--- config.mk ---
export PLATFORM = sky130hd
export DESIGN_NAME = counter_cmd_arbiter
export DESIGN_NICKNAME = d
export VERILOG_FILES = /design/src/rtl/counter_ctrl_pkg.sv /design/src/rtl/counter_cmd_arbiter_rr_arb2.sv /design/src/rtl/counter_cmd_arbiter.sv
export SDC_FILE = /design/constraint.sdc
export NUM_CORES = 1
export LEC_CHECK = 0
export ABC_CLOCK_PERIOD_IN_PS = 2900
export CAP_MARGIN = 20
export CORE_UTILIZATION = 45
export DETAILED_ROUTE_END_ITERATION = 8
export GPL_ROUTABILITY_DRIVEN = 0
export PLACE_DENSITY_LB_ADDON = 0.15
export SYNTH_ARGS = -nofsm -noshare
export SYNTH_HDL_FRONTEND = slang
export SYNTH_HIERARCHICAL = 1
export SYNTH_SLANG_ARGS = --single-unit
--- constraint.sdc ---
create_clock -name CLK -period 2.9 [get_ports CLK]
set_clock_uncertainty 0.05 [all_clocks]
set_input_delay 0.87 -clock CLK [delete_from_list [all_inputs] [get_ports CLK]]
set_output_delay 0.87 -clock CLK [all_outputs]
set_load 0.1 [all_outputs]
--- src/rtl/counter_ctrl_pkg.sv ---
// Shared definitions for the counter command arbiter.
// Holds the command encoding, the FSM state encoding, the counter width and
// small decode helpers used when a command is issued to the counter.
// The multi-step UP/DOWN feature is selected by defining CNT_ARB_MULTI_STEP_EN.
package counter_ctrl_pkg;

  localparam int unsigned CNT_W = 5;
  localparam int unsigned CMD_W = 2;

  localparam logic [CMD_W-1:0] CMD_NOP  = 2'b00;
  localparam logic [CMD_W-1:0] CMD_UP   = 2'b01;
  localparam logic [CMD_W-1:0] CMD_DOWN = 2'b10;
  localparam logic [CMD_W-1:0] CMD_LOAD = 2'b11;

  typedef enum logic [1:0] {
    ST_IDLE   = 2'd0,
    ST_ISSUE  = 2'd1,
    ST_SETTLE = 2'd2,
    ST_DONE   = 2'd3
  } state_e;

  typedef struct packed {
    logic load;
    logic up;
    logic down;
  } strobe_t;

  // Counter strobe for one ISSUE step; saturated directions are suppressed.
  function automatic strobe_t issue_strobes(input logic [CMD_W-1:0] cmd,
                                            input logic at_high,
                                            input logic at_low);
    strobe_t s;
    s = '0;
    case (cmd)
      CMD_LOAD: s.load = 1'b1;
      CMD_UP:   s.up   = !at_high;
      CMD_DOWN: s.down = !at_low;
      default:  s      = '0;
    endcase
    return s;
  endfunction

  // True when the step would move the counter past a rail.
  function automatic logic is_refusal(input logic [CMD_W-1:0] cmd,
                                      input logic at_high,
                                      input logic at_low);
    return ((cmd == CMD_UP) && at_high) || ((cmd == CMD_DOWN) && at_low);
  endfunction

endpackage

--- src/rtl/counter_cmd_arbiter_rr_arb2.sv ---
// rr_arb2: two-way round-robin arbiter.
// Ports:
//   clk_i, rst_i  clock, synchronous active-high reset
//   req_i[1:0]    request vector
//   upd_en_i      commit the current grant as "last granted"
//   gnt_c_o[1:0]  combinational one-hot grant
// After reset the pointer says requester 1 was last, so requester 0 wins
// the first contention.
module rr_arb2 (
  input  logic       clk_i,
  input  logic       rst_i,
  input  logic [1:0] req_i,
  input  logic       upd_en_i,
  output logic [1:0] gnt_c_o
);

  logic last_q;
  logic last_d;

  // Grant decode and pointer update.
  always_comb begin
    gnt_c_o = 2'b00;
    case (req_i)
      2'b01:   gnt_c_o = 2'b01;
      2'b10:   gnt_c_o = 2'b10;
      2'b11:   gnt_c_o = last_q ? 2'b01 : 2'b10;
      default: gnt_c_o = 2'b00;
    endcase
    last_d = last_q;
    if (upd_en_i && (|req_i)) last_d = gnt_c_o[1];
  end

  always_ff @(posedge clk_i) begin
    if (rst_i) last_q <= 1'b1;
    else       last_q <= last_d;
  end

endmodule

--- src/rtl/counter_cmd_arbiter.sv ---
// counter_cmd_arbiter: arbitrates UP/DOWN/LOAD/NOP commands from two
// requesters onto one shared 5-bit up/down counter.
// Ports:
//   CLK, RST              clock, synchronous active-high reset
//   req0/1, cmd0/1        command requests and opcodes
//   data0/1               LOAD value or UP/DOWN step count
//   ack0/1, err0/1        one-cycle completion / saturation-refusal pulses
//   busy                  high whenever the FSM is not idle
//   CNT_LOAD/UP/DOWN      registered one-cycle counter strobes
//   CNT_IN                load value to the counter
//   CNT_VAL, CNT_HIGH, CNT_LOW  counter value and rail flags
// Macro CNT_ARB_MULTI_STEP_EN: UP/DOWN repeat data times (0 counts as 1),
// stopping early on saturation. Undefined: every UP/DOWN is one step.
// All outputs are registered and line up with the FSM state: strobes are
// high during ISSUE, ack/err during DONE.
module counter_cmd_arbiter
  import counter_ctrl_pkg::*;
(
  input  logic             CLK,
  input  logic             RST,
  input  logic             req0,
  input  logic             req1,
  input  logic [CMD_W-1:0] cmd0,
  input  logic [CMD_W-1:0] cmd1,
  input  logic [CNT_W-1:0] data0,
  input  logic [CNT_W-1:0] data1,
  output logic             ack0,
  output logic             ack1,
  output logic             err0,
  output logic             err1,
  output logic             busy,
  output logic             CNT_LOAD,
  output logic             CNT_UP,
  output logic             CNT_DOWN,
  output logic [CNT_W-1:0] CNT_IN,
  input  logic [CNT_W-1:0] CNT_VAL,
  input  logic             CNT_HIGH,
  input  logic             CNT_LOW
);

  state_e           state_q, state_d;
  logic             gnt_q, gnt_d;
  logic [CMD_W-1:0] cmd_q, cmd_d;
  logic [CNT_W-1:0] steps_q, steps_d;
  logic             refused_q, refused_d;
  strobe_t          stb_q, stb_d;
  logic [CNT_W-1:0] cnt_in_q, cnt_in_d;
  logic [1:0]       ack_q, ack_d;
  logic [1:0]       err_q, err_d;
  logic             busy_q, busy_d;

  logic [1:0]       arb_gnt_c;
  logic             arb_upd_c;
  logic             sel_idx_c;
  logic [CMD_W-1:0] cmd_sel_c;
  logic [CNT_W-1:0] data_sel_c;
  logic             at_high_c;
  logic             at_low_c;

  rr_arb2 u_arb (
    .clk_i    (CLK),
    .rst_i    (RST),
    .req_i    ({req1, req0}),
    .upd_en_i (arb_upd_c),
    .gnt_c_o  (arb_gnt_c)
  );

  // Requester mux driven by the arbiter grant.
  assign sel_idx_c  = arb_gnt_c[1];
  assign cmd_sel_c  = sel_idx_c ? cmd1  : cmd0;
  assign data_sel_c = sel_idx_c ? data1 : data0;

  // Rail detection also looks at the value so a lagging flag cannot let a wrap through.
  assign at_high_c = CNT_HIGH || (CNT_VAL == {CNT_W{1'b1}});
  assign at_low_c  = CNT_LOW  || (CNT_VAL == '0);

  // Next-state and registered-output decode.
  always_comb begin
    state_d   = state_q;
    gnt_d     = gnt_q;
    cmd_d     = cmd_q;
    steps_d   = steps_q;
    refused_d = refused_q;
    stb_d     = '0;
    cnt_in_d  = cnt_in_q;
    ack_d     = 2'b00;
    err_d     = 2'b00;
    arb_upd_c = 1'b0;

    case (state_q)
      ST_IDLE: begin
        if (|arb_gnt_c) begin
          arb_upd_c = 1'b1;
          gnt_d     = sel_idx_c;
          cmd_d     = cmd_sel_c;
          stb_d     = issue_strobes(cmd_sel_c, at_high_c, at_low_c);
          refused_d = is_refusal(cmd_sel_c, at_high_c, at_low_c);
          if (stb_d.load) cnt_in_d = data_sel_c;
`ifdef CNT_ARB_MULTI_STEP_EN
          // steps_q counts the ISSUE steps still owed after this one.
          if (((cmd_sel_c == CMD_UP) || (cmd_sel_c == CMD_DOWN)) && (data_sel_c != '0))
            steps_d = data_sel_c - CNT_W'(1);
          else
            steps_d = '0;
`else
          steps_d = '0;
`endif
          state_d = ST_ISSUE;
        end
      end

      ST_ISSUE: begin
        state_d = ST_SETTLE;
      end

      ST_SETTLE: begin
        if ((steps_q != '0) && !refused_q) begin
          stb_d     = issue_strobes(cmd_q, at_high_c, at_low_c);
          refused_d = is_refusal(cmd_q, at_high_c, at_low_c);
          steps_d   = steps_q - CNT_W'(1);
          state_d   = ST_ISSUE;
        end else begin
          ack_d   = gnt_q ? 2'b10 : 2'b01;
          err_d   = refused_q ? ack_d : 2'b00;
          state_d = ST_DONE;
        end
      end

      ST_DONE: begin
        state_d = ST_IDLE;
      end

      default: begin
        state_d = ST_IDLE;
      end
    endcase

    busy_d = (state_d != ST_IDLE);
  end

  // State and output registers.
  always_ff @(posedge CLK) begin
    if (RST) begin
      state_q   <= ST_IDLE;
      gnt_q     <= 1'b0;
      cmd_q     <= CMD_NOP;
      steps_q   <= '0;
      refused_q <= 1'b0;
      stb_q     <= '0;
      cnt_in_q  <= '0;
      ack_q     <= 2'b00;
      err_q     <= 2'b00;
      busy_q    <= 1'b0;
    end else begin
      state_q   <= state_d;
      gnt_q     <= gnt_d;
      cmd_q     <= cmd_d;
      steps_q   <= steps_d;
      refused_q <= refused_d;
      stb_q     <= stb_d;
      cnt_in_q  <= cnt_in_d;
      ack_q     <= ack_d;
      err_q     <= err_d;
      busy_q    <= busy_d;
    end
  end

  assign CNT_LOAD = stb_q.load;
  assign CNT_UP   = stb_q.up;
  assign CNT_DOWN = stb_q.down;
  assign CNT_IN   = cnt_in_q;
  assign ack0     = ack_q[0];
  assign ack1     = ack_q[1];
  assign err0     = err_q[0];
  assign err1     = err_q[1];
  assign busy     = busy_q;

endmodule
Yosys cells after proc, flatten, opt, wreduce, memory -nomap -nowiden. Cells that the tools add are included.

Memories: 0. Logic and storage cells: 83. Output and inout bits: 13. RAM bits: 0. Bits in registers: 25. Bits in read-only memories: 0. Input bits: 25. Latch bits: 0.

$lt $le $gt $ge: 0. Multiplexer cells: 27. Reductions and logical operators: 25. Multiply operators: 0. $add $sub $neg: 1. Bitwise logic cells: 2. Shift-type cells: 0. Equality and inequality tests: 15. Div/mod/pow operators: 0.

Operator list (number): $eq A2 B2 Y1 const B (8); $mux W5 (3); $mux W1 (12); $mux W2 (5); $pmux W5 S2 (1); $eq A2 B1 Y1 const B (4); $pmux W2 S4 (1); $logic_and A1 B1 Y1 (6); $mux W3 (2); $pmux W2 S3 (1); $pmux W3 S2 (1); $reduce_and A3 Y1 (2); $eq A5 B5 Y1 const B (1); $logic_not A5 Y1 (1); $reduce_bool A5 Y1 (1); $sub A5 B1 Y5 const B (1); $logic_or A1 B1 Y1 (4); $ne A2 B2 Y1 const B (2); $reduce_bool A2 Y1 (2); $reduce_or A2 Y1 (2); $reduce_or A4 Y1 (1); $logic_not A1 Y1 (3); $reduce_or A3 Y1 (1); $logic_not A2 Y1 (1); 3 further kinds (4).

Logic depth before layout (Yosys ltp). Gate-level depths: netlist of run 1.

Depth in word-level cells: 9. Mapped depth: 7.

Cells and area by module. The synthesis of run 1 kept the hierarchy.

By module, submodules not included: counter_cmd_arbiter (seq. area each 480.5 µm², cells an instance 121, instances 1, area each 1149.9 µm²); rr_arb2 (seq. area each 20.0 µm², cells an instance 7, instances 1, area each 61.3 µm²).

Least setup slack after synthesis of run 1. OpenSTA, ideal clock, no wires.

Path type: input -> register. Start: in req1. End: reg refused_q. Setup slack: 537 ps. Buffers on the path: 1. Data required time: 2767 ps. Data arrival time: 2231 ps. Library setup time: 83 ps. Stages on the path: 6. Cell sequence: a21boi_0 buf_4 mux2_2 nor4_1 a22oi_1 o221ai_1.

Longest elaborated chain between the ends: 8. Elaborated cells on any way between the ends: 15. Classes of those cells: eq/ne: 6; mux: 4; reduce/logical: 5.

Ends and longest elaborated chain: from (decl) (RTL line counter_cmd_arbiter.sv:22) `input logic req1,`; $eq A2 B2 Y1 or $eq A2 B1 Y1 (tied branches) (RTL line counter_cmd_arbiter_rr_arb2.sv:23) `case (req_i)`; $pmux W2 S3 (*) (RTL line counter_cmd_arbiter_rr_arb2.sv:23); $mux W2 (RTL line counter_cmd_arbiter.sv:70) `assign cmd_sel_c = sel_idx_c ? cmd1 : cmd0;`; $eq A2 B1 Y1 or $eq A2 B2 Y1 (tied branches) (RTL line counter_ctrl_pkg.sv:47) `return ((cmd == CMD_UP) && at_high) || ((cmd == CMD_DOWN) && at_low);`; $logic_and A1 B1 Y1 (RTL line counter_ctrl_pkg.sv:47); $logic_or A1 B1 Y1 (RTL line counter_ctrl_pkg.sv:47); $mux W1 (RTL line counter_cmd_arbiter.sv:92) `if (|arb_gnt_c) begin`; $pmux W1 S2 (RTL line counter_cmd_arbiter.sv:90) `case (state_q)`; to (signal assigned) (RTL line counter_cmd_arbiter.sv:159) `refused_q <= refused_d;`; to (decl) (RTL line counter_cmd_arbiter.sv:45) `logic refused_q, refused_d;`.

Mark *: on every way between the ends. The rest lies on a longest branch, timed or not. The select of a mux whose other input is x is not followed. A chain may end at the register's enable or synchronous reset.

Final worst setup path of run 1.
Start: in req1. End: reg refused_q.

Longest elaborated chain between the ends: 8. Elaborated cells on any way between the ends: 15. Classes of those cells: eq/ne: 6; mux: 4; reduce/logical: 5.

Ends and longest elaborated chain: $eq A2 B2 Y1 or $eq A2 B1 Y1 (tied branches) (RTL line counter_cmd_arbiter_rr_arb2.sv:23); $pmux W2 S3 (*) (RTL line counter_cmd_arbiter_rr_arb2.sv:23); named net arb_gnt_c[1] (RTL line counter_cmd_arbiter.sv:52) `logic [1:0] arb_gnt_c;`; $mux W2 (RTL line counter_cmd_arbiter.sv:70); $eq A2 B1 Y1 or $eq A2 B2 Y1 (tied branches) (RTL line counter_ctrl_pkg.sv:47); $logic_and A1 B1 Y1 (RTL line counter_ctrl_pkg.sv:47); $logic_or A1 B1 Y1 (RTL line counter_ctrl_pkg.sv:47); $mux W1 (RTL line counter_cmd_arbiter.sv:92); $pmux W1 S2 (RTL line counter_cmd_arbiter.sv:90).

The timed path passes the listed nets; every way through them passes the cells marked *. The select of a mux whose other input is x is not followed.

==> metrics.txt, run 1 <==
outcome=completed; commonest cells in the netlist=dfxtp_1, nor2_1, a211oi_1, mux2i_1, nor4_1; Yosys Warn Count=6; syn_nets=154; Final ANT Viol Nets=0; Reg2Reg Depth=6; effective utilization at floorplan=48.4%; worst-margin pin slew=0.530 ns; initial DRC count=17; Clk pin slew, worst setup/hold paths=0.14 ns; dominant synthesized flop cell=dfxtp_1; synthesized area=approximately 1200 um2; CTS tree=yes; register area share after synthesis=41.3%; most common cell in the netlist=dfxtp_1; WS Path Type=input port to flip-flop; first-pass GRT wire length=~4600 um; reg2reg start=steps_q[0]$_SDFFE_PP0P_; CP Cell Sequence=clkdlybuf4s50_1, a21boi_1, buf_4, mux2i_1, nor4_1, a22oi_1, o221ai_1; CP max-delay cell=clkdlybuf4s50_1; die footprint=2900 um2; Static Leak=0.000642 uW; final wirelength=2790 um; post-CTS setup buffers=0; DP Worst Slack=0.154 ns; fin nets=196; Final Hold Viols=0; setup_tns=0 ns; total gr overflow=0; Max Freq=412 MHz; crit start category=input port; largest area contributor in the netlist=dfxtp_1; cell count after synthesis=128; crit end category=flip-flop; RSZ-0062 raised after global routing=no; vias in the first global route=1062; Clk network pwr share=a little under a fifth; H-tree depth=1; Pint=544 uW; number of synthesized register bits=25; Area contributors post-synth=dfxtp_1, mux2i_1, nor2_1; largest net degree at the start of global routing=15; # fillers=232; Hold Path Class=flip-flop to flip-flop; Max-Slew Margin vs Limit=64.6%; Psw=323 uW; reg2reg setup slack=1.09 ns; vias per cell=5.57; post-layout min period=2.42 ns; WHS Endpoint=steps_q[4]$_SDFFE_PP0P_; DP HPWL=about 2200 um; Top Ports=38; HP Start=steps_q[4]$_SDFFE_PP0P_; # DRC=0; combinational power share=34.9%; Power Density=between 500 and 600 nW/um2; max-slew violation total from the final report=0; Core ar.=2500 um2; Clock Latency Late Sink=between 0.3 and 0.4 ns; vias=1108; gr usage total=22.2%; # Max-Cap Violations=0; CTS Buffer Depth=2; Synth top area share=41.3%; Die X=53.9 um; ys async rst share=0%; CP bufs+invs=2; Sequential Power Share=46.4%; Avg WL per Cell=14.0 um; Row Count=18; distinct cell type count of the synthesized netlist=45; Clock Tree Root=clkbuf_4; CP required=3.04 ns; Port Buf Inserts=37; cell family with most CP delay=buffers and inverters; final setup fails=0; syn_area_per_cell=9.46 um2; Sw Share=37.3%; hold_buf cts=0; max incr delay on CP=0.48 ns; setup ws final=0.475 ns; layout cells sized above 1=approximately a fifth; Worst R2R End=refused_q$_SDFFE_PP0P_; final period utilization=83.6%; area delta synth->final=33.0%; TritonCTS Sinks=25; Util after Layout=64.4%; total CTS buffers=3; First-pass DRT Iterations=4; Chip Height=53.9 um; crit-path max FO=8; hold path cells=1; Total Power=867 uW; Worst Path Arrival=about 2.6 ns; critical path startpoint=req1; ant diodes=0; post-cts sizing count=0; Worst VDD drop=between 0.4 and 0.5 mV; Post-synth EDFFs=0; antenna violations before repair=0
-- power groups by stage --
stage	clock network (uW)	registers (uW)	logic, uW
floorplan	0	476	146
global placement	0	407	295
detailed placement	0	409	300
CTS	162	402	302
global route	178	407	326
finish	162	402	303
-- metrics by stage --
step,hold WS [ns],area [um2],std cells
after floorplan,0.389,1210,128
after global placement,0.394,1580,195
after detailed placement,0.397,1580,195
after CTS,0.415,1610,199
after global routing,0.449,1610,199
final,0.414,1610,199
-- metal layers --
layer / wire length, um / global-route usage [%]
met1: 1260 / 27.5
met2: 1380 / 37.7
met3: 112 / 3.95
met4: 36 / 8.77
met5: 0 / 0
-- cells by family after synthesis --
| kind of cell | share of synthesized area (%) |
|---|---|
| simple gates | 24.5 |
| compound gates | 19.8 |
| flops | 41.3 |
| buf+inv | 4.96 |
| mux | 7.64 |
| xor+xnor | 0.723 |
| fa+ha+maj | 1.03 |
-- layout make-up --
class                      count  area, um2  share of cell area [%]
clock inverter                 1       5.00                   0.311
inverter                       5       18.8                    1.17
sequential                    25        500                    31.1
multi-input combinational     93        651                    40.4
tap                           30       37.5                    2.33
clock buffer                   3       22.5                    1.40
timing repair buffer          42        375                    23.3
-- worst reg2reg max path, delay by kind of cell (launching register included) --
family	cells	cell delay (ns)
flip-flops	1	0.33
buffers and inverters	1	0.08
AO/OA/AOI/OAI	3	0.57
adder cells (fa/ha/maj)	1	0.19
AND/OR/NAND/NOR	1	0.47
-- cell usage in the layout, fill, tap and decap left out, drive strengths merged, types with 5 or more instances in the layout --
cell type | netlist | routed
nor3 | 5 | 5
mux2i | 7 | 7
a21oi | 5 | 5
dfxtp | 25 | 25
clkdlybuf4s50 | 0 | 24
a211oi | 7 | 7
inv | 5 | 5
nor4 | 7 | 7
nor2 | 16 | 16
buf | 4 | 18
-- worst max path at each step --
stage	depth (start not counted)	slack (ns)	endpoint
after floorplan	6	0.54	refused_q$_SDFFE_PP0P_
after global placement	7	0.18	refused_q$_SDFFE_PP0P_
after detailed placement	7	0.15	refused_q$_SDFFE_PP0P_
after CTS	7	0.50	refused_q$_SDFFE_PP0P_
after global routing	7	0.36	refused_q$_SDFFE_PP0P_
final	7	0.48	refused_q$_SDFFE_PP0P_
-- sequential cells by signal (all words and copies together), names as in the netlist --
signal and cells:
state_q 2, u_arb/last_q 1, ack_q 2, err_q 2
gnt_q 1, steps_q 5, busy 1, CNT_UP 1
CNT_DOWN 1, CNT_IN 5, CNT_LOAD 1, refused_q 1
cmd_q 2
Power figures use the tool's default switching activity.
==> inputs of run 2 (changes only) <==
Settings changed: ABC_CLOCK_PERIOD_IN_PS 2900 to 2400.
Clock period 2.9 ns to 2.4 ns, I/O delays scaled along.
==> run 2 against run 1 <==
Worst setup slack got worse by 0.30 ns; sequential power grew 20%; power grew 24%; via count grew 1.9%; routed wire length fell by 3.5%; cell count grew 4.0%; critical path type unchanged; global-route usage fell by 0.66 points; critical path depth grew 1; highest routed layer unchanged.
==> metrics.txt, run 2 (same netlist as run 1, synthesis figures left out) <==
outcome=completed; WS Path Type=input port to flip-flop; post-layout min period=between 2 and 2.5 ns; placed cell areas=1640 um2 (+3.8%); vias=1129 (+1.9%); # DRC=0 (unchanged); most common cell after layout, fill and taps aside=buf_4; gr usage total=21.5% (-0.66 points); final setup fails=0 (unchanged); most frequent cells in the layout=buf_4, dfxtp_1, clkdlybuf4s50_1; # Max-Cap Violations=0 (unchanged); Worst VDD drop=0.460 mV (+11%); Core ar.=2500 um2 (unchanged); Max-Slew Margin vs Limit=65.0% (+0.41 points); Total Power=1080 uW (+24%); Row Count=18 (unchanged); fin nets=204 (+4.1%); Sw Share=36.8% (-0.45 points); Clock Latency Late Sink=0.33 ns (about the same); Avg WL per Cell=13.0 um (-7.2%); crit-path max FO=8 (unchanged); cell family with most CP delay=buffers and inverters; Top Ports=38 (unchanged); Final ANT Viol Nets=0 (unchanged); Final Hold Viols=0 (unchanged); Pint=679 uW (+25%); # fillers=210 (-9.5%); combinational power share=36.3% (+1.4 points); layout cells sized above 1=23.7% (+3.6 points); post-cts sizing count=0 (unchanged); Max Freq=449 MHz; final instance area=1670 um2 (+3.9%); CP required=2.59 ns (-0.45 ns); Power Density=643 nW/um2 (+19%); Worst Path Arrival=2.42 ns (-0.15 ns); max-slew violation total from the final report=0 (unchanged); Port Buf Inserts=37 (unchanged); final wirelength=2690 um (-3.5%); Die X=53.9 um (unchanged); crit end category=flip-flop; GR Util met2=35.8% (-1.9 points); Placed Cells=203 (+4.1%); antenna violations before repair=0 (unchanged); GR Util met1=26.8% (-0.73 points); Util after Layout=66.9% (+2.5 points); total CTS buffers=3 (unchanged); CP Cell Sequence=clkdlybuf4s50_1, a21boi_1, buf_4, nor2_1, nor2_2, buf_4, nor2_1, a211oi_1; crit start category=input port; Static Leak=0.000677 uW (+5.5%); M3 GR Usage=3.39% (-0.56 points); area delta synth->final=38.1%; CP Depth=8 (+1); CP max-delay cell=clkdlybuf4s50_1; Hold Path Class=flip-flop to flip-flop; CTS Buffer Depth=2 (unchanged); initial DRC count=29 (+12); RSZ-0062 raised after global routing=no; TritonCTS Sinks=25 (unchanged); Clk network pwr share=18.7% (about the same); Clock Tree Root=clkbuf_4; max incr delay on CP=0.49 ns (about the same); effective utilization at floorplan=48.4% (unchanged); largest net degree at the start of global routing=16 (+1); vias per cell=5.45 (-2.0%); Reg2Reg Depth=6 (unchanged); Clk pin slew, worst setup/hold paths=0.15 ns (about the same); hold path cells=1 (unchanged); vias in the first global route=1048 (-1.3%); fin cells=207 (+4.0%); die footprint=2900 um2 (unchanged); CP bufs+invs=3 (+1); CTS tree=yes; post-CTS setup buffers=0 (unchanged); busiest grt layer=met2; final period utilization=92.9%; First-pass DRT Iterations=4 (unchanged); DP HPWL=2030 um (-5.7%); Sequential Power Share=44.9% (-1.5 points); total gr overflow=0 (unchanged); ant diodes=0 (unchanged); hold_buf cts=0 (unchanged); Chip Height=53.9 um (unchanged); worst-margin pin slew=0.524 ns (-0.00615 ns); Psw=396 uW (+22%); first-pass GRT wire length=4410 um (-3.6%); H-tree depth=1 (unchanged)
==> run 2: cell types whose count changed in the layout (fill, tap and decap cells not counted) <==
cell,previous run,this run
buf_4,18,26
clkinv_2,1,0
clkinvlp_4,0,1
==> run 2: per-layer routing <==
metal  vias to the layer above  part of all wire, %
met2                        34                   47
met4                         0                  1.9
met3                         5                  4.1
met5                         -                    0
met1                       514                   47
li1                        576                    -
==> run 2: metrics by stage <==
step	hold slack [ns]	setup TNS, ns	setup slack, ns
2_1_floorplan	0.389	0	0.187
3_3_place_gp	0.394	-1.72	-0.154
3_5_place_dp	0.400	-1.96	-0.177
4_1_cts	0.429	0	0.201
5_1_grt	0.453	0	0.00365
6_report	0.425	0	0.171
==> run 2: worst paths after layout <==
kind,start,endpoint,slack [ns]
setup / recovery,req1,cmd_q[1]$_SDFFE_PP0P_,0.17
hold / removal,steps_q[4]$_SDFFE_PP0P_,steps_q[4]$_SDFFE_PP0P_,0.43
setup reg to reg,steps_q[1]$_SDFFE_PP0P_,steps_q[3]$_SDFFE_PP0P_,0.61
hold reg to reg,steps_q[4]$_SDFFE_PP0P_,steps_q[4]$_SDFFE_PP0P_,0.43
==> run 2: final cells by class <==
cell class | instances | area, um2 | area share (%)
sequential | 25 | 500 | 29.9
inverter | 5 | 18.8 | 1.12
timing repair buffer | 50 | 435 | 26.0
clock inverter | 1 | 7.51 | 0.449
clock buffer | 3 | 22.5 | 1.35
tap | 30 | 37.5 | 2.24
multi-input combinational | 93 | 651 | 38.9
==> run 2: power by group through the flow <==
stage	Combinational, uW	Clock [uW]	Sequential (uW)
finish	391	202	483
global placement	384	0	491
global route	420	226	489
detailed placement	388	0	491
CTS	390	208	482
floorplan	177	0	575
==> inputs of run 3 (changes only) <==
Settings changed: CORE_UTILIZATION 45 to 50, DONT_BUFFER_PORTS from default to 1, HOLD_SLACK_MARGIN from default to 0.03.
==> run 3 against run 2 <==
Hold slack got worse by 0.035 ns; clock-buffer cell count did not move; non-clock buffer count fell by 34; worst setup slack improved by 0.36 ns.
==> metrics.txt, run 3 (same netlist as run 1, synthesis figures left out) <==
area delta synth->final=11.9%; Sw Share=37.4% (+0.64 points); top sig layer=met4; combinational power share=31.5% (-4.8 points); initial DRC count=13 (-55%); post-cts sizing count=0 (unchanged); vias=1032 (-8.6%); RSZ-0062 raised after global routing=no; minimum hold slack=0.390 ns (-0.0352 ns); crit end category=flip-flop; Total Power=994 uW (-7.5%); First-pass DRT Iterations=4 (unchanged); fin cells=171 (-17%); vias in the first global route=900 (-14%); # DRC=0 (unchanged); vias per cell=6.04 (+11%); final wirelength=2410 um (-11%); final setup fails=0 (unchanged); Max Freq=535 MHz (+19%); Clock Latency Late Sink=0.33 ns (about the same); most common cell after layout, fill and taps aside=dfxtp_1; H-tree depth=1 (unchanged); total gr overflow=0 (unchanged); fin nets=170 (-17%); CP required=2.55 ns (-0.04 ns); Power Density=734 nW/um2 (+14%); first-pass GRT wire length=3920 um (-11%); max-slew violation total from the final report=0 (unchanged); Placed Cells=167 (-18%); effective utilization at floorplan=53.7% (+5.3 points); Clk network pwr share=20.0% (+1.3 points); crit start category=input port; Core ar.=2250 um2 (-9.8%); Hold Path Class=input port to flip-flop; met1 wire length=1100 um (-13%); most frequent cells in the layout=dfxtp_1, buf_4, nor2_1; Clock Tree Root=clkbuf_4; final period utilization=77.9% (-15 points); post-CTS setup buffers=0 (unchanged); worst-margin pin slew=0.491 ns (-0.0326 ns); Top Ports=38 (unchanged); Clk pin slew, worst setup/hold paths=0.15 ns (about the same); WS Path Type=input port to flip-flop; Max-Slew Margin vs Limit=67.2% (+2.2 points); total CTS buffers=3 (unchanged); TritonCTS Sinks=25 (unchanged); Pint=622 uW (-8.4%); post-layout min period=1.87 ns (-0.359 ns); largest net degree at the start of global routing=23 (+7); Final ANT Viol Nets=0 (unchanged); routed wl met2=1140 um (-9.7%); Worst Path Arrival=2.02 ns (-0.40 ns); Avg WL per Cell=14.1 um (+8.2%); Final Hold Viols=0 (unchanged); antenna violations before repair=0 (unchanged); Worst VDD drop=0.499 mV (+8.5%); # Max-Cap Violations=0 (unchanged); crit-path max FO=4 (-4); DP HPWL=1790 um (-12%); Die X=51.2 um (-4.9%); Static Leak=0.000535 uW (-21%); layout cells sized above 1=22.4% (-1.4 points); Port Buf Inserts=0 (-100%); Sequential Power Share=48.5% (+3.6 points); Psw=372 uW (-5.9%); CTS Buffer Depth=2 (unchanged); hold_buf cts=0 (unchanged); setup_tns=0 ns (unchanged); WL met3=136 um (+23%); CTS tree=yes; ant diodes=0 (unchanged); die footprint=2620 um2 (-9.6%); Chip Height=51.2 um (-4.9%); outcome=completed; gr usage total=19.8% (-1.7 points); Row Count=17 (-1)
## run 3: final timing paths
check,start,endpoint,slack (ns),cells after the start
setup / recovery,req1,refused_q$_SDFFE_PP0P_,0.53,6
setup reg to reg,u_arb/last_q$_SDFFE_PP1P_,refused_q$_SDFFE_PP0P_,0.57,6
hold / removal,RST,steps_q[1]$_SDFFE_PP0P_,0.39,1
hold reg to reg,steps_q[4]$_SDFFE_PP0P_,steps_q[4]$_SDFFE_PP0P_,0.43,1
## run 3: metal layers
metal  track usage, %  vias to the layer above
met5                0                        -
met4             8.56                        0
met3             2.68                        4
met2             31.1                       37
met1             27.0                      484
li1                 -                      507
## run 3: worst max-delay path: stages
cell      delay (ns)
a21boi_1        0.23
buf_4           0.19
mux2i_1         0.39
nor4_1          0.12
a22oi_1         0.24
o221ai_1        0.13
## run 3: final cells by class
type                            count  area [um2]
Fill cell                         211         900
Multi-Input combinational cell     93         651
Sequential cell                    25         500
Timing Repair Buffer               16         120
Tap cell                           28        35.0
Clock buffer                        3        22.5
Inverter                            5        18.8
Clock inverter                      1        7.51
## run 3: power by group through the flow
stage / Sequential (uW) / Clock (uW) / Combinational [uW]
2_1_floorplan: 575 / 0 / 177
3_3_place_gp: 490 / 0 / 308
3_5_place_dp: 491 / 0 / 312
4_1_cts: 482 / 203 / 313
5_1_grt: 487 / 211 / 340
6_report: 482 / 199 / 314
## run 3: stage by stage
step / util (%) / area, um2 / setup slack (ns)
finish: 60.1 / 1360 / 0.530
global route: 60.1 / 1360 / 0.406
CTS: 60.1 / 1360 / 0.535
detailed placement: 58.8 / 1330 / 0.202
global placement: 58.8 / 1330 / 0.308
floorplan: - / 1210 / 0.187
==> variant 1 (config.mk and constraints of run 1) <==
Re-encode `state_e` (4 states) as one-hot, 4 bits wide.
--- a/src/rtl/counter_ctrl_pkg.sv
+++ b/src/rtl/counter_ctrl_pkg.sv
@@ -12,11 +12,11 @@
   localparam logic [CMD_W-1:0] CMD_DOWN = 2'b10;
   localparam logic [CMD_W-1:0] CMD_LOAD = 2'b11;
 
-  typedef enum logic [1:0] {
-    ST_IDLE   = 2'd0,
-    ST_ISSUE  = 2'd1,
-    ST_SETTLE = 2'd2,
-    ST_DONE   = 2'd3
+  typedef enum logic [3:0] {
+    ST_IDLE   = 4'b0001,
+    ST_ISSUE  = 4'b0010,
+    ST_SETTLE = 4'b0100,
+    ST_DONE   = 4'b1000
   } state_e;
 
   typedef struct packed {
Behaviour: no difference found for any inputs over 10 cycles, from zero or initial values and one cycle with RST high; not proved beyond that.
==> variant 1 against run 1 <==
Largest power group unchanged. Cell area grew 5.1%. Count of clock-buffer cells in the layout grew 1. Non-clock buffer count grew 3. Worst setup slack lost 40 ps. Total power shrank 3.5%. Wire length shrank 1.4%. Synthesized cell count grew 2.3%. Area after synthesis grew 4.1%. Critical endpoint unchanged. Worst hold slack lost 9.6 ps. Sequential cell count grew 2.
==> variant 1: results (changes against run 1) <==
| Metric | Value |
|---|---|
| Clock Path Buffers | `2 (unchanged)` |
| Fraction of layout cells with a size suffix above 1 | `0.217 (+0.0160)` |
| Critical path data arrival time | `2660 ps (+90 ps)` |
| Via count normalized by instance count | `5.38 (-3.4%)` |
| Leading post-synthesis cells by cell area | `sky130_fd_sc_hd__dfxtp_1 43%, sky130_fd_sc_hd__mux2i_1 5.6%, sky130_fd_sc_hd__nor2_1 5.4%, sky130_fd_sc_hd__a211oi_2 4.0%, sky130_fd_sc_hd__nor3_1 2.4%` |
| Number of fillers in the final layout | `220 (-5.2%)` |
| Peak supply drop | `0.396 mV (-4.2%)` |
| Hold path startpoint | `steps_q[4]$_SDFFE_PP0P_` |
| Reg2reg setup slack | `720 ps (-370 ps)` |
| Cell variety after synth | `49 (+8.9%)` |
| Worst flop-to-flop path endpoint | `steps_q[2]$_SDFFE_PP0P_` |
| Top flip-flop cell by instance count after synthesis | `sky130_fd_sc_hd__dfxtp_1` |
| Critical path's slowest cell | `sky130_fd_sc_hd__clkdlybuf4s50_1` |
| Leakage | `0.674 nW (+5.0%)` |
| Post-synth top cells | `27 x sky130_fd_sc_hd__dfxtp_1, 18 x sky130_fd_sc_hd__nor2_1, 7 x sky130_fd_sc_hd__inv_1, 7 x sky130_fd_sc_hd__mux2i_1, 6 x sky130_fd_sc_hd__nor3_1` |
| Post-CTS resize count | `0 (unchanged)` |
| Number of buffers added on ports | `37 (unchanged)` |
| Violation count after the first detailed-routing iteration | `22 (+5)` |
| Proportion of synthesized chip area in sequential cells | `0.429 (+0.0153)` |
| Slowest stage delay, CP | `480 ps (about the same)` |
| Final HPWL DP | `2.14 mm (-0.61%)` |
| Top fanout value on the critical path | `6 (-2)` |
| Initial antenna violation count | `0 (unchanged)` |
| Vias in the first global route | `1047 (-1.4%)` |
| First-pass GRT wire length | `4.47 mm (-2.3%)` |
| Net Count, Synth | `157 (+1.9%)` |
| Slew at the pin closest to its max-slew limit | `662 ps (+132 ps)` |
| Cells on worst reg2reg path | `4 (-2)` |
| Global router's overall resource usage | `0.209 (-0.0135)` |
| Nets@finish | `202 (+3.1%)` |
| Final wirelength | `2.75 mm (-1.4%)` |
| Start of the worst register-to-register path | `state_q[2]$_SDFF_PP0_` |
| Result of the run | `completed` |
==> variant 1: layout make-up <==
| cell class | instances | area [sq um] | share of cell area |
|---|---|---|---|
| Inverter | 8 | 30.0 | 0.0178 |
| Timing Repair Buffer | 45 | 398 | 0.235 |
| Clock buffer | 4 | 26.3 | 0.0155 |
| Multi-Input combinational cell | 91 | 659 | 0.390 |
| Sequential cell | 27 | 541 | 0.320 |
| Tap cell | 30 | 37.5 | 0.0222 |
==> variant 1: cells by family after synthesis <==
kind of cell    count (synthesis)  synth area share
flops                          27             0.429
mux                             7            0.0556
xor+xnor                        1           0.00695
buf+inv                        13            0.0486
simple gates                   52             0.253
compound gates                 30             0.197
fa+ha+maj                       1           0.00992
==> variant 1: where the power goes <==
part,switching (mW),internal (mW),leakage [nW]
Combinational,0.153,0.105,0.440
Clock,0.110,0.0540,0.0150
Sequential,0.0204,0.394,0.220
Total,0.284,0.553,0.674
==> variant 1: routing by layer <==
layer | global-route usage | share of wire
met5 | 0 | 0
met3 | 0.0355 | 0.044
met2 | 0.363 | 0.49
met1 | 0.258 | 0.46
met4 | 0.0708 | 0.0084
==> variant 1: per-stage QoR <==
stage               power [mW]  cells  setup WS [ps]  hold slack [ps]  instance area (sq um)
floorplan                0.597    131            519              374                   1260
global placement         0.675    201            183              386                   1670
detailed placement       0.681    201           98.2              387                   1670
CTS                      0.845    205            446              406                   1690
global route             0.887    205            348              414                   1690
finish                   0.837    205            436              404                   1690
==> variant 2 (flow settings as in run 1) <==
Made on the original files. The option `CNT_ARB_MULTI_STEP_EN` is turned on by a define.
--- a/src/rtl/counter_cmd_arbiter.sv
+++ b/src/rtl/counter_cmd_arbiter.sv
@@ -13,6 +13,8 @@
 // stopping early on saturation. Undefined: every UP/DOWN is one step.
 // All outputs are registered and line up with the FSM state: strobes are
 // high during ISSUE, ack/err during DONE.
+`define CNT_ARB_MULTI_STEP_EN
+
 module counter_cmd_arbiter
   import counter_ctrl_pkg::*;
 (
Formal check against the unedited RTL: not equivalent (Yosys sat finds a counterexample within 4 cycles, from zero or initial values and one cycle with RST high).
==> variant 2 against run 1 <==
Combinational power increased by 28%. Register-to-register slack got worse by 250 ps. Core utilization decreased by 1.1 points. Cell area increased by 22%. Sequential cell count unchanged. Worst setup slack got worse by 310 ps. Area after synthesis increased by 24%. Wire length increased by 16%. Die area increased by 23%. Total power increased by 11%. Sequential share of layout area decreased by 5.6 points. Critical path type unchanged. Critical endpoint is now steps_q[3]$_SDFFE_PP0P_. Largest cell class unchanged. Largest power group unchanged.
==> variant 2: results (changes against run 1) <==
| Metric | Value |
|---|---|
| Vias in the first global route | `1289 (+21%)` |
| Result of the run | `completed` |
| Min Hold Slack | `462 ps (+48.8 ps)` |
| Worst hold path stage count | `2 (+1)` |
| Cell-internal power | `0.596 mW (+9.5%)` |
| Proportion of synthesized chip area in sequential cells | `0.332 (-0.0810)` |
| Average size of a mapped cell | `9.47 sq um (+0.13%)` |
| Nets@finish | `238 (+21%)` |
| Leakage | `0.778 nW (+21%)` |
| Worst flop-to-flop path endpoint | `steps_q[3]$_SDFFE_PP0P_` |
| Violation count after the first detailed-routing iteration | `39 (+22)` |
| Number of fillers in the final layout | `284 (+22%)` |
| Post-synth top cells | `25 x sky130_fd_sc_hd__dfxtp_1, 18 x sky130_fd_sc_hd__nor2_1, 8 x sky130_fd_sc_hd__a211oi_1, 8 x sky130_fd_sc_hd__inv_1, 8 x sky130_fd_sc_hd__nor3_1` |
| Dominant delay contributor by cell family on the critical path | `compound AO/OA/AOI/OAI gates` |
| Total placed instance area | `1930 sq um (+22%)` |
| Power Dens Cells | `490 nW/um^2 (-9.0%)` |
| Top fanout value on the critical path | `4 (-4)` |
| Fraction of layout cells with a size suffix above 1 | `0.218 (+0.0173)` |
| Peak supply drop | `0.233 mV (-44%)` |
| Worst-case headroom to the max-slew limit | `0.556 (-0.0894)` |
| Arithmetic-cell share of the synthesized area counting full adders, half adders and majority gates | `0.0498 (+0.0395)` |
| Final wirelength | `3.24 mm (+16%)` |
| Via count normalized by instance count | `5.38 (-3.4%)` |
| Start of the worst register-to-register path | `u_arb/last_q$_SDFFE_PP1P_` |
| Reg2reg setup slack | `840 ps (-250 ps)` |
| Placed instance count | `246 (+26%)` |
| Average wire per standard cell | `13.0 microns (-7.4%)` |
| Sequential fraction of design power | `0.426 (-0.038)` |
| Parity-gate share of the synthesized area counting xor and xnor cells | `0.0174 (+0.0102)` |
[variant 2: changes by cell type in the layout (fill, tap and decap cells not counted), sizes merged, moves of 3 or more]
cell	run 1	this run
buf	18	27
ha	1	6
nor2	16	20
nor2b	2	6
nor4	7	3
inv	5	8
nand2b	1	4
nor3	5	8
or3	4	1
[variant 2: final cells by class]
cell class,instances,share of cell area
Clock inverter,1,0.00255
Sequential cell,25,0.255
Tap cell,44,0.0280
Inverter,8,0.0153
Clock buffer,3,0.0115
Multi-Input combinational cell,118,0.456
Timing Repair Buffer,51,0.232
[variant 2: how the worst max path moves through the flow]
stage | slack (ps) | to | start
finish | 160 | steps_q[3]$_SDFFE_PP0P_ | req1
global route | 9 | steps_q[0]$_SDFFE_PP0P_ | req1
floorplan | 220 | steps_q[3]$_SDFFE_PP0P_ | req1
global placement | -210 | steps_q[1]$_SDFFE_PP0P_ | req1
detailed placement | -290 | steps_q[3]$_SDFFE_PP0P_ | req1
CTS | 50 | steps_q[3]$_SDFFE_PP0P_ | req1
[variant 2: kinds of logic (layout without fill, tap and decap cells)]
kind of cell | Yosys count | in the layout
simple gates | 63 | 63
compound gates | 38 | 38
flops | 25 | 25
buf+inv | 16 | 63
mux | 8 | 8
fa+ha+maj | 6 | 6
xor+xnor | 3 | 3
[variant 2: metal layers]
layer	track usage	vias up	wire, microns
li1	-	694	-
met1	0.262	618	1560
met2	0.354	29	1560
met3	0.0303	3	95
met4	0.0498	0	27
met5	0	-	0
[variant 2: worst min-delay path, cell delays in order (launching register included)]
cell and delay [ps]:
sky130_fd_sc_hd__dfxtp_1 340, sky130_fd_sc_hd__nor2_1 90, sky130_fd_sc_hd__a211oi_1 50
